**config.mk**
```make
export PLATFORM = sky130hd
export DESIGN_NAME = param_ram
export DESIGN_NICKNAME = d
export VERILOG_FILES = /design/src/rtl/param_ram.sv
export SDC_FILE = /design/constraint.sdc
export NUM_CORES = 1
export LEC_CHECK = 0
export BUFFER_PORTS_ARGS = -buffer_cell sky130_fd_sc_hd__buf_2
export CAP_MARGIN = 10
export CORE_MARGIN = 3
export CORE_UTILIZATION = 50
export CTS_BUF_LIST = sky130_fd_sc_hd__clkbuf_4
export DETAILED_ROUTE_END_ITERATION = 10
export PLACE_DENSITY = 0.67
export SYNTH_ARGS = -nofsm -noshare
export SYNTH_HDL_FRONTEND = slang
export SYNTH_SLANG_ARGS = --single-unit
export TNS_END_PERCENT = 100
```
**constraint.sdc**
```tcl
create_clock -name clk -period 2.8 [get_ports clk]
set_input_delay 0.56 -clock clk [delete_from_list [all_inputs] [get_ports clk]]
set_output_delay 0.56 -clock clk [all_outputs]
set_load 0.05 [all_outputs]
```
**src/rtl/param_ram.sv**
```systemverilog
// Single-port word RAM with byte-lane writes, registered reads and a self-clearing sweep.
// The array is zeroed one word per cycle after reset and whenever clr is requested.
module param_ram #(
  parameter int DATA_W   = 8,
  parameter int ADDR_W   = 3,
  parameter int RDW_MODE = 0
) (
  input  logic                clk,
  input  logic                rst,
  input  logic                clr,
  input  logic                we,
  input  logic [DATA_W/8-1:0] be,
  input  logic                re,
  input  logic [ADDR_W-1:0]   addr,
  input  logic [DATA_W-1:0]   data_in,
  output logic [DATA_W-1:0]   data_out,
  output logic                rd_valid,
  output logic                busy
);

  localparam int LANES = DATA_W / 8;
  localparam int DEPTH = 1 << ADDR_W;
  localparam logic [ADDR_W-1:0] LAST_PTR = '1;

  typedef enum logic {CLEAR, IDLE} state_t;

  state_t              state_q, state_d;
  logic [ADDR_W-1:0]   ptr_q, ptr_d;
  logic [DATA_W-1:0]   data_out_q, data_out_d;
  logic                rd_valid_q, rd_valid_d;

  logic [DATA_W-1:0]   mem [0:DEPTH-1];

  logic [LANES-1:0]    wr_lane;
  logic [ADDR_W-1:0]   wr_addr;
  logic [DATA_W-1:0]   wr_data;
  logic [DATA_W-1:0]   old_word;
  logic [DATA_W-1:0]   merged_word;

  assign old_word = mem[addr];

  // Word as it will look after this cycle's write; used for write-first reads.
  for (genvar gi = 0; gi < LANES; gi++) begin : g_merge
    assign merged_word[8*gi +: 8] = (we && be[gi]) ? data_in[8*gi +: 8] : old_word[8*gi +: 8];
  end

  always_comb begin
    state_d    = state_q;
    ptr_d      = ptr_q;
    wr_addr    = addr;
    wr_data    = data_in;
    wr_lane    = '0;
    data_out_d = data_out_q;
    rd_valid_d = 1'b0;
    case (state_q)
      CLEAR: begin
        wr_addr = ptr_q;
        wr_data = '0;
        wr_lane = '1;
        ptr_d   = ptr_q + ADDR_W'(1);
        if (clr) begin
          ptr_d = '0;
        end else if (ptr_q == LAST_PTR) begin
          state_d = IDLE;
        end
      end
      IDLE: begin
        if (clr) begin
          state_d = CLEAR;
          ptr_d   = '0;
        end else begin
          if (we) wr_lane = be;
          if (re) begin
            rd_valid_d = 1'b1;
            data_out_d = (RDW_MODE == 1) ? merged_word : old_word;
          end
        end
      end
      default: state_d = CLEAR;
    endcase
  end

  always_ff @(posedge clk or posedge rst) begin
    if (rst) begin
      state_q    <= CLEAR;
      ptr_q      <= '0;
      data_out_q <= '0;
      rd_valid_q <= 1'b0;
    end else begin
      state_q    <= state_d;
      ptr_q      <= ptr_d;
      data_out_q <= data_out_d;
      rd_valid_q <= rd_valid_d;
    end
  end

  // No reset on the array so it maps onto block RAM; the sweep zeroes it instead.
  always_ff @(posedge clk) begin
    for (int i = 0; i < LANES; i++) begin
      if (wr_lane[i]) mem[wr_addr][8*i +: 8] <= wr_data[8*i +: 8];
    end
  end

  assign data_out = data_out_q;
  assign rd_valid = rd_valid_q;
  assign busy     = (state_q == CLEAR);

endmodule

```
After elaboration in Yosys (flattened, before gate mapping)
Memory sizes are Yosys's and may differ from the RTL's. A register that Yosys moved wholly into a read port is not among the register bits.
Cells that the tools add are included.
{"block": "word_totals", "register_bits": 5, "latch_bits": 0, "ramBits": 64, "romBits": 0, "input_bits": 17, "out_inout_bits": 10, "word_cells": 27, "n_memories": 1}
{"block": "op_classes", "add_sub_neg": 1, "multipliers": 0, "div_mod_pow": 0, "n_lt_le_gt_ge": 0, "eq_ne": 2, "shifts": 0, "n_mux": 17, "n_bitwise": 2, "n_reduce_logical": 1}
{"name": "mem", "words": 8, "width": 8, "rd": 1, "rd_clocked_by_memory_dff": 1, "write_ports": 1, "line_no": "32", "source": "logic [DATA_W-1:0] mem [0:DEPTH-1];"}
{"operator": "2-to-1 mux 1 bit", "count": 10}
{"operator": "2-to-1 mux 3 bit", "count": 3}
{"operator": "2-to-1 mux 8 bit", "count": 1}
{"operator": "one-hot mux 3 bit (2 select lines)", "count": 1}
{"operator": "one-hot mux 1 bit (2 select lines)", "count": 2}
{"operator": "adder 3 x 1 -> 3 bit, second input constant", "count": 1}
{"operator": "== test 3 bit, second input constant", "count": 1}
{"operator": "AND reduction 3 bit", "count": 1}
{"operator": "!= test 2 bit, second input constant", "count": 1}
{"operator": "NOT 1 bit", "count": 2}

Logic depth before layout (Yosys ltp)
Gate-level depths: netlist of the first run.
{"block": "logic_depth", "ltp_word": 5, "mapped_depth": 5, "mapped_depth_nobuf": 4}

Worst setup path before layout of the first run
Ideal clock, no wire load.
{"block": "synth_timing", "path_kind": "input to register", "start": "input port addr[0]", "end": "memory mem[0][0], enable pin", "arrival_time_ns": 1.515, "t_required_ns": 2.430, "slack_ns": 0.914, "stages": 5, "n_path_buf": 2, "path_cell_list": "buf_6 -> buf_6 -> nor2_1 -> a41oi_1 -> nor2_1"}
{"block": "synth_via", "elab_chain_cells": 1}
{"element": "from (decl)", "line_no": "14", "source": "input logic [ADDR_W-1:0] addr,"}
{"element": "2-to-1 mux 3 bit", "line_no": "55", "source": "case (state_q)"}
{"element": "to (decl)", "line_no": "32"}
Every way passes these cells.

Worst setup path after layout of the first run
{"block": "layout_timing", "start": "register state_q", "end": "output port busy"}
{"block": "layout_via", "elab_chain_cells": 1}
{"element": "from (decl)", "line_no": "27", "source": "state_t state_q, state_d;"}
{"element": "from (signal assigned)", "line_no": "90", "source": "state_q <= state_d;"}
{"element": "NOT 1 bit"}
{"element": "to (decl)", "line_no": "18", "source": "output logic busy"}
Every way passes these cells.

==> results of run 1 <==
worst max-delay path by stage:
stage	start	end	depth (start not counted)
floorplan	addr[0]	mem[0][0]	5
detailed placement	addr[0]	mem[7][2]	5
finish	state_q	busy	2
CTS	state_q	busy	2
global placement	addr[0]	mem[7][2]	5
global route	state_q	busy	2
kinds of logic (layout without fill, tap and decap cells):
group | after synthesis | in the layout | share of synthesized area (%)
flip-flops | 77 | 77 | 71.5
AND/OR/NAND/NOR | 41 | 41 | 6.21
multiplexers | 34 | 34 | 11.5
AO/OA/AOI/OAI | 30 | 30 | 7.20
buffers and inverters | 13 | 61 | 2.86
adder cells (fa/ha/maj) | 2 | 2 | 0.796
report_power, final:
| group | switching, mW | leakage [nW] | internal, mW | total (mW) |
|---|---|---|---|---|
| Sequential | 0.0236 | 0.799 | 1.30 | 1.32 |
| Combinational | 0.173 | 0.551 | 0.0883 | 0.261 |
| Clock | 0.354 | 0.0720 | 0.260 | 0.614 |
metal layers:
layer,vias up,wire [µm],global-route usage (%)
met4,0,85,8.35
met5,-,0,0
met2,49,3180,30.8
met1,858,2560,23.0
li1,846,-,-
met3,7,399,3.20
final cells by class:
cell class              instances  area [µm²]  area share [%]
clock buffers                   9        67.6            1.91
clock inverters                 7        56.3            1.60
inverters                       4        15.0           0.425
multi-input cells             107         807            22.9
flip-flops and latches         77        2250            63.7
well taps                      75        93.8            2.66
repair buffers                 41         243            6.88
worst reg2reg max path, delay by kind of cell, from the launching register on:
family / cells / cell delay [ns]
buffers and inverters: 2 / 0.45
AO/OA/AOI/OAI: 1 / 0.11
AND/OR/NAND/NOR: 2 / 0.47
flip-flops: 1 / 0.46
flip-flops by register name (all words and copies together) (netlist names):
signal	flops
data_out	8
mem	64
ptr_q	3
rd_valid	1
state_q	1
through the flow:
stage | utilization [%] | setup WS (ns) | power [mW] | area [µm²]
after global routing | 58.9 | 0.884 | 2.30 | 3530
after detailed placement | 56.9 | 0.654 | 1.61 | 3410
final | 58.9 | 0.928 | 2.20 | 3530
after global placement | 56.9 | 0.694 | 1.61 | 3410
after floorplan | - | 0.914 | 1.52 | 3140
after CTS | 58.9 | 0.928 | 2.22 | 3530
cell usage in the layout (no fill, tap or decap), types with 3 or more instances in the layout:
| cell | Yosys | routed |
|---|---|---|
| buf_2 | 2 | 26 |
| edfxtp_1 | 64 | 64 |
| a22o_1 | 8 | 8 |
| o31ai_1 | 8 | 8 |
| clkbuf_4 | 0 | 9 |
| mux2_2 | 16 | 16 |
| nor2b_1 | 3 | 3 |
| buf_4 | 0 | 15 |
| clkinv_2 | 0 | 3 |
| nor2_1 | 17 | 17 |
| nand2_1 | 9 | 9 |
| and2_1 | 8 | 8 |
| dfrtp_1 | 13 | 13 |
| mux2i_1 | 18 | 18 |
| clkinv_1 | 0 | 3 |
| o22ai_1 | 8 | 8 |
| inv_1 | 4 | 4 |
==> results.md, run 1 <==
* Status: finished, final reports clean
* NumNets Final at 259
* Async set-reset flop share out of synthesis at 16.9%
* Io pins at 27
* DIE AREA at 7280 µm²
* Synthesis-to-layout area growth at 12.3%
* TritonCTS Buffers at 9
* Syn Nets at 216
* Syn Area/Cell at 16.0 µm²
* Critical path fanouts, max at 6
* Die Ht at 85.3 µm
* Top-area cell type share of the netlist area at 61.1%
* Pre-antenna DRT Iters at 4
* Gate count of the mapped netlist at 197
* Post-Synthesis Cell Area at 3140 µm²
* Vias post-DR at 1760
* Share of the yosys chip area belonging to registers at 71.5%
* R2R depth at 5
* Worst Skew at 0.0173 ns
* Final period demand of the worst path at 1.87 ns
* H-Tree Depth at 3
* Flop2flop setup slack at 1.02 ns
* Most area-consuming cells after synthesis: edfxtp_1 61%, dfrtp_1 10%, mux2i_1 5.7%
* DRC violations left at 0
* DP HPWL at 4.01 mm
* WS Path Type: flop to output pin
* Clk_lat worst skew at 0.40 ns
* Worst-path clk slew at 0.12 ns
* Row count at 28
* Total gr overflow at 0
* Initial cell density of the core at 52.5%
* Clk sink count at 77
* GPL Wtd Cong at 0.750
* Reg-to-Reg Start: state_q
* Final TNS setup at 0 ns
* CP max-delay cell: dfrtp_1
* Most common library cells after synthesis: 64 x edfxtp_1, 18 x mux2i_1, 17 x nor2_1
* Synth unique cells at 25
* Vias per cell at 5.50
* Achievable frequency at 0.534 GHz
* Final Hold Vio Count at 0
* Crit end category: output pin
* Clock Path Buffers at 2
* Synth area leader: edfxtp_1
* CTS resizes at 0
* Placed cells at 304
* Synth warn at 0
* Slew @ Worst Pin at 0.556 ns
* Crit share post-route at 66.9%
* Core box area at 5990 µm²
* Seq cells post-synth at 77
* Vias in the first global route at 1767
* Post-synth EDFFs at 64
* Crit path cell chain: inv_1 -> buf_2
* Final ANT Viol Nets at 0
* RSZ-0062 raised after global routing: no
* Post-CTS Setup Bufs at 0
* Max_slew headroom at 62.9%
* Diode count at 0
* Final wirelength at 6.23 mm
* Initial DRC count at 169
* Final setup fails at 0
* Largest net degree at the start of global routing at 34
* Worst Path Buf+Inv at 2
* Slew Limit Fails at 0
* Wire per inst at 19.5 µm
* Top delay family on crit path: flip-flops
* Layout cell share with drive strength beyond 1 at 28.6%
* Root buffer cell: clkbuf_4
* Worst min-delay path category: primary input to asynchronous set/reset pin
* Pleak at 1.42 nW
* Port Buffers at 26
* First-pass GRT wire length at 9.49 mm
* Count leader, synth: edfxtp_1
* GRT Util Overall at 18.3%
* Non-Filler Instances at 320
* Crit Reg-Reg Endpoint: mem[6][1]
* Fill cell count at 481
* Max-cap violations at 0
* Critical Path Start Type: flop
* P per Cell Area at 623 nW/µm²
* Initial antenna violation count at 0
* CP max stage delay at 0.46 ns
* Worst hold margin at 0.187 ns
* CTS tree: built
* Die width at 85.3 µm
* Worst path required time at 2.24 ns
* CP arrival at 1.31 ns
* Top FF cell, synth: edfxtp_1
* CTS Hold Bufs at 0
* VDD IR max at 366 µV
(Power assumes the default switching activity.)
==> inputs of run 2 (changes only) <==
==> constraint.sdc (replaced) <==
create_clock -name clk -period 1.85 [get_ports clk]
set_input_delay 0.37 -clock clk [delete_from_list [all_inputs] [get_ports clk]]
set_output_delay 0.37 -clock clk [all_outputs]
set_load 0.05 [all_outputs]
==> run 2 against run 1 <==
Against the previous run:
- cell count increased by 0.63%
- core utilization increased by 1.4 points
- first-iteration DRC count decreased by 49%
- die area unchanged
- sequential share of layout area decreased by 1.4 points
- worst setup slack got worse by 0.86 ns
- total power increased by 65%
- non-clock buffer count increased by 2
- critical path depth increased by 1
- critical endpoint is now mem[5][5]
- highest routed layer unchanged
==> results.md, run 2 (synthesis gave the netlist of run 1 again) <==
* Status: finished, final reports clean
* Vias per cell at 5.47 (-0.51%)
* Flop2flop setup slack at 0.07 ns (-0.95 ns)
* Clk_lat worst skew at 0.40 ns (about the same)
* Port Buffers at 26 (unchanged)
* Initial cell density of the core at 52.5% (unchanged)
* Final ANT Viol Nets at 0 (unchanged)
* Worst Skew at 0.0112 ns (-0.00606 ns)
* Placed cells at 305 (+0.33%)
* Diode count at 0 (unchanged)
* RSZ-0062 raised after global routing: yes
* Most frequent cells in the layout: 64 x edfxtp_1, 26 x buf_2, 18 x mux2i_1
* Crit Reg-Reg Endpoint: mem[5][5]
* Final setup fails at 0 (unchanged)
* Die Ht at 85.3 µm (unchanged)
* NumNets Final at 261 (+0.77%)
* Slew @ Worst Pin at 0.676 ns (+0.119 ns)
* Post-CTS Setup Bufs at 0 (unchanged)
* Final period demand of the worst path at 1.78 ns
* Non-Filler Instances at 322 (+0.63%)
* Initial DRC count at 86 (-49%)
* P per Cell Area at 1010 nW/µm² (+62%)
* Slew Limit Fails at 0 (unchanged)
* Clock Path Buffers at 2 (unchanged)
* DP HPWL at 4.11 mm (+2.4%)
* Final TNS setup at 0 ns (unchanged)
* Largest Register: mem
* Largest net degree at the start of global routing at 20 (-41%)
* First-pass GRT wire length at 9.72 mm (+2.3%)
* DRC violations left at 0 (unchanged)
* Reg-to-Reg Start: state_q
* Vias post-DR at 1762 (+0.11%)
* Commonest non-fill, non-tap cell in the layout: edfxtp_1
* VDD IR max at 501 µV (+37%)
* CTS tree: built
* Critical Path Start Type: flop
* Worst path required time at 1.89 ns (-0.35 ns)
* Wire per inst at 18.6 µm (-4.5%)
* TritonCTS Buffers at 9 (unchanged)
* Core box area at 5990 µm² (unchanged)
* Root buffer cell: clkbuf_4
* Total power at 3.63 mW (+65%)
* WS Path Type: flop to flop
* Crit share post-route at 96.1%
* Die width at 85.3 µm (unchanged)
* Final wirelength at 5.98 mm (-3.9%)
* Initial antenna violation count at 0 (unchanged)
* DIE AREA at 7280 µm² (unchanged)
* CP arrival at 1.82 ns (+0.51 ns)
* Max_slew headroom at 54.8% (-8.1 points)
* Max FFs per register at 64 (unchanged)
* Total gr overflow at 0 (unchanged)
* Row count at 28 (unchanged)
* Worst hold margin at 0.265 ns (+0.0778 ns)
* Pleak at 1.45 nW (+2.3%)
* Final Hold Vio Count at 0 (unchanged)
* H-Tree Depth at 3 (unchanged)
* Vias in the first global route at 1859 (+5.2%)
* Worst-path clk slew at 0.11 ns (about the same)
* Layout cell share with drive strength beyond 1 at 31.2% (+2.6 points)
* R2R depth at 3 (-2)
* Crit end category: flop
* Fill cell count at 445 (-7.5%)
* CP Launch Point: state_q
* Achievable frequency at 0.563 GHz
* Pre-antenna DRT Iters at 4 (unchanged)
* Max-cap violations at 0 (unchanged)
* Critical Path Sink: mem[5][5]
* Worst min-delay path category: primary input to flop
* Synthesis-to-layout area growth at 14.8%
* Critical path fanouts, max at 9 (+3)
* GPL Wtd Cong at 0.825 (+10%)
* Io pins at 27 (unchanged)
* GRT Util Overall at 18.1% (-0.17 points)
* Clk sink count at 77 (unchanged)
==> run 2: changes by cell type in the layout (fill, tap and decap cells not counted), moves of 2 or more <==
| cell | previous run | this run |
|---|---|---|
| bufinv_16 | 1 | 3 |
| nor2_1 | 17 | 15 |
| clkinv_1 | 3 | 0 |
| nor2_2 | 0 | 2 |
==> run 2: worst min-delay path by stage <==
stage | start | to | slack, ns | depth (start not counted)
3_3_place_gp | rst | data_out[6] | 0.44 | 2
6_report | clr | state_q | 0.27 | 3
4_1_cts | clr | state_q | 0.25 | 3
3_5_place_dp | rst | data_out[6] | 0.45 | 2
2_1_floorplan | rst | data_out[0] | 0.25 | 1
5_1_grt | clr | ptr_q[2] | 0.25 | 3
==> run 2: layout make-up <==
cell class                      count  area (µm²)  area share, %
Clock buffer                        9        67.6           1.87
Clock inverter                      7         114           3.15
Inverter                            4        15.0          0.416
Multi-Input combinational cell    107         812           22.5
Sequential cell                    77        2250           62.3
Tap cell                           75        93.8           2.60
Timing Repair Buffer               43         260           7.21
==> run 2: power by group <==
group / leakage (nW) / total [mW] / switching (mW) / internal, mW
Combinational: 0.557 / 0.389 / 0.254 / 0.134
Clock: 0.0997 / 1.25 / 0.565 / 0.680
Sequential: 0.797 / 2.00 / 0.0337 / 1.97
Total: 1.45 / 3.63 / 0.853 / 2.78
==> run 2: layer usage <==
metal / global-route usage [%] / part of all wire [%] / vias up
li1: - / - / 841
met1: 22.8 / 44 / 874
met2: 30.5 / 51 / 35
met3: 3.20 / 2.9 / 12
met4: 8.35 / 2.0 / 0
met5: 0 / 0 / -
==> run 2: worst max-delay path: stages, from the launching register on <==
cell	delay, ns
dfrtp_2	0.46
and4b_1	0.23
a21oi_1	0.16
nor2_1	0.57
==> run 2: repair_timing <==
action	in CTS	in global routing
setup endpoints to repair	11	25
resized for setup	1	2
hold buffers	1	0
cloned	0	0
hold endpoints to repair	7	0
==> run 2: through the flow <==
stage	worst slack [ns]	instance area (µm²)	utilization, %
floorplan	0.105	3140	-
global placement	0.0295	3410	57.0
detailed placement	-0.0488	3410	57.0
CTS	-0.0150	3610	60.2
global route	-0.0431	3610	60.3
finish	0.0725	3610	60.3
==> inputs of run 3 (changes only) <==
--- a/config.mk
+++ b/config.mk
@@ -11,6 +11,7 @@
 export CORE_UTILIZATION = 50
 export CTS_BUF_LIST = sky130_fd_sc_hd__clkbuf_4
 export DETAILED_ROUTE_END_ITERATION = 10
+export GPL_TIMING_DRIVEN = 0
 export PLACE_DENSITY = 0.67
 export SYNTH_ARGS = -nofsm -noshare
 export SYNTH_HDL_FRONTEND = slang
==> constraint.sdc (replaced) <==
create_clock -name clk -period 1.85 [get_ports clk]
set_input_delay 0.0925 -clock clk [delete_from_list [all_inputs] [get_ports clk]]
set_output_delay 0.0925 -clock clk [all_outputs]
set_load 0.05 [all_outputs]
==> run 3 against run 2 <==
Against the previous run:
- the run now ends with negative setup slack left
- critical endpoint is now mem[6][6]
- combinational power decreased by 1%
- clock-buffer cell count rose by 4
- worst setup slack lost 0.14 ns
- sequential share of layout area up 1.7 points
- largest cell class unchanged
- largest power group unchanged
==> results.md, run 3 (synthesis gave the netlist of run 1 again) <==
* Layout cell share with drive strength beyond 1 at 27.9% (-3.3 points)
* Critical Path Sink: mem[6][6]
* Final period demand of the worst path at 1.92 ns (+0.139 ns)
* Commonest non-fill, non-tap cell in the layout: edfxtp_1
* Most frequent cells in the layout: 64 x edfxtp_1, 27 x buf_2, 18 x mux2i_1
* Total gr overflow at 0 (unchanged)
* Worst path required time at 1.88 ns (about the same)
* Non-Filler Instances at 315 (-2.2%)
* Top delay family on crit path: simple AND/OR/NAND/NOR gates
* Synthesis-to-layout area growth at 11.7%
* Achievable frequency at 0.522 GHz (-7.3%)
* WS Path Type: flop to flop
* Worst hold margin at 0.187 ns (-0.0786 ns)
* TritonCTS Buffers at 9 (unchanged)
* Root buffer cell: clkbuf_4
* CP Launch Point: state_q
* CTS tree: built
* DRC violations left at 0 (unchanged)
* Row count at 28 (unchanged)
* Post-CTS Setup Bufs at 0 (unchanged)
* H-Tree Depth at 3 (unchanged)
* Initial antenna violation count at 0 (unchanged)
* GRT Util Overall at 17.7% (-0.42 points)
* Final wirelength at 5.89 mm (-1.6%)
* CP Depth at 3 (unchanged)
* Slew Limit Fails at 0 (unchanged)
* Largest net degree at the start of global routing at 14 (-30%)
* Core box area at 5990 µm² (unchanged)
* VDD IR max at 546 µV (+8.8%)
* Clk sink count at 77 (unchanged)
* R2R depth at 3 (unchanged)
* CP arrival at 1.94 ns (+0.12 ns)
* CP max-delay cell: nor2_1
* Diode count at 0 (unchanged)
* Pre-CTS setup slack at -0.193 ns (-0.144 ns)
* P per Cell Area at 922 nW/µm² (-8.4%)
* Initial DRC count at 84 (-2.3%)
* Final TNS setup at -1.08 ns (-1.08 ns)
* Critical Path Start Type: flop
* Vias per cell at 5.44 (-0.50%)
* Worst-path clk slew at 0.11 ns (about the same)
* Placed cells at 297 (-2.6%)
* Initial cell density of the core at 52.5% (unchanged)
* Crit share post-route at 104% (+7.5 points)
* Final Hold Vio Count at 0 (unchanged)
* Pleak at 1.39 nW (-4.7%)
* Final worst slack at -0.0669 ns (-0.139 ns)
* First-pass GRT wire length at 9.40 mm (-3.3%)
* Clk_lat worst skew at 0.39 ns (about the same)
* Vias in the first global route at 1784 (-4.0%)
* Reg-to-Reg Start: state_q
* Crit end category: flop
* Worst Path Buf+Inv at 1 (+1)
* Final setup fails at 24 (+24)
* Crit Reg-Reg Endpoint: mem[6][6]
* Die Ht at 85.3 µm (unchanged)
* Flop2flop setup slack at -0.07 ns (-0.14 ns)
* Wire per inst at 18.7 µm (+0.63%)
* Largest Register: mem
* NumNets Final at 254 (-2.7%)
* Worst min-delay path category: primary input to flop
* Worst Skew at 0.0109 ns (-0.000283 ns)
* Max FFs per register at 64 (unchanged)
* Status: complete, but fails checks
* Max-cap violations at 0 (unchanged)
* Final ANT Viol Nets at 0 (unchanged)
* Io pins at 27 (unchanged)
* CP max stage delay at 0.70 ns (+0.13 ns)
* Failing checks: negative setup slack
* Vias post-DR at 1715 (-2.7%)
* DIE AREA at 7280 µm² (unchanged)
* Pre-antenna DRT Iters at 4 (unchanged)
* Max_slew headroom at 44.8% (-10 points)
* DP HPWL at 3.85 mm (-6.4%)
* Clock Path Buffers at 2 (unchanged)
* Die width at 85.3 µm (unchanged)
* Crit path cell chain: buf_2 -> a41oi_1 -> nor2_1
* GPL Wtd Cong at 0.745 (-9.6%)
* Critical path fanouts, max at 10 (+1)
* RSZ-0062 raised after global routing: yes
* Slew @ Worst Pin at 0.825 ns (+0.149 ns)
* Port Buffers at 25 (-3.8%)
[run 3: cell count changes in the layout (fill, tap and decap cells not counted), moves of 3 or more]
| cell | change |
|---|---|
| buf_4 | -16 |
| buf_6 | +3 |
| bufinv_16 | -3 |
| clkbuf_1 | +3 |
| clkbuf_4 | +4 |
| nor2_1 | -3 |
[run 3: cell type report]
| type | count | area, µm² |
|---|---|---|
| multi-input cells | 107 | 825 |
| fillers | 477 | 2480 |
| repair buffers | 27 | 145 |
| clock buffers | 13 | 97.6 |
| clock inverters | 3 | 13.8 |
| well taps | 75 | 93.8 |
| plain buffers | 9 | 75.1 |
| inverters | 4 | 15.0 |
| flip-flops and latches | 77 | 2250 |
[run 3: metal layers]
| metal | vias up | global-route usage [%] | share of wire, % |
|---|---|---|---|
| li1 | 827 | - | - |
| met1 | 828 | 23.8 | 46 |
| met2 | 41 | 26.9 | 47 |
| met3 | 19 | 4.08 | 3.8 |
| met4 | 0 | 9.06 | 3.1 |
| met5 | - | 0 | 0 |
[run 3: timing repair]
item	CTS	global route
hold buffers	2	0
endpoints found under the hold margin	17	0
setup endpoints to repair	64	54
gates resized for setup	3	3
[run 3: report_power, final]
| group | internal (mW) | total (mW) | leakage, nW | switching, mW |
|---|---|---|---|---|
| Sequential | 1.97 | 2.00 | 0.799 | 0.0328 |
| Clock | 0.331 | 0.854 | 0.0692 | 0.523 |
| Combinational | 0.126 | 0.384 | 0.518 | 0.258 |
| Total | 2.42 | 3.24 | 1.39 | 0.813 |
[run 3: how the worst min path moves through the flow]
stage,from,to,slack (ns),depth (start not counted)
2_1_floorplan,rst,data_out[0],-0.03,1
3_3_place_gp,rst,data_out[6],0.16,2
3_5_place_dp,rst,data_out[5],0.16,2
4_1_cts,data_in[6],mem[5][6],0.16,2
5_1_grt,data_in[6],mem[5][6],0.20,2
6_report,data_in[6],mem[5][6],0.19,2
[run 3: stage by stage]
stage               total power, mW  area (µm²)  utilization (%)
global route                   3.38        3510             58.6
detailed placement             2.42        3360             56.1
CTS                            3.25        3500             58.5
floorplan                      2.31        3140                -
finish                         3.24        3510             58.6
global placement               2.41        3360             56.1
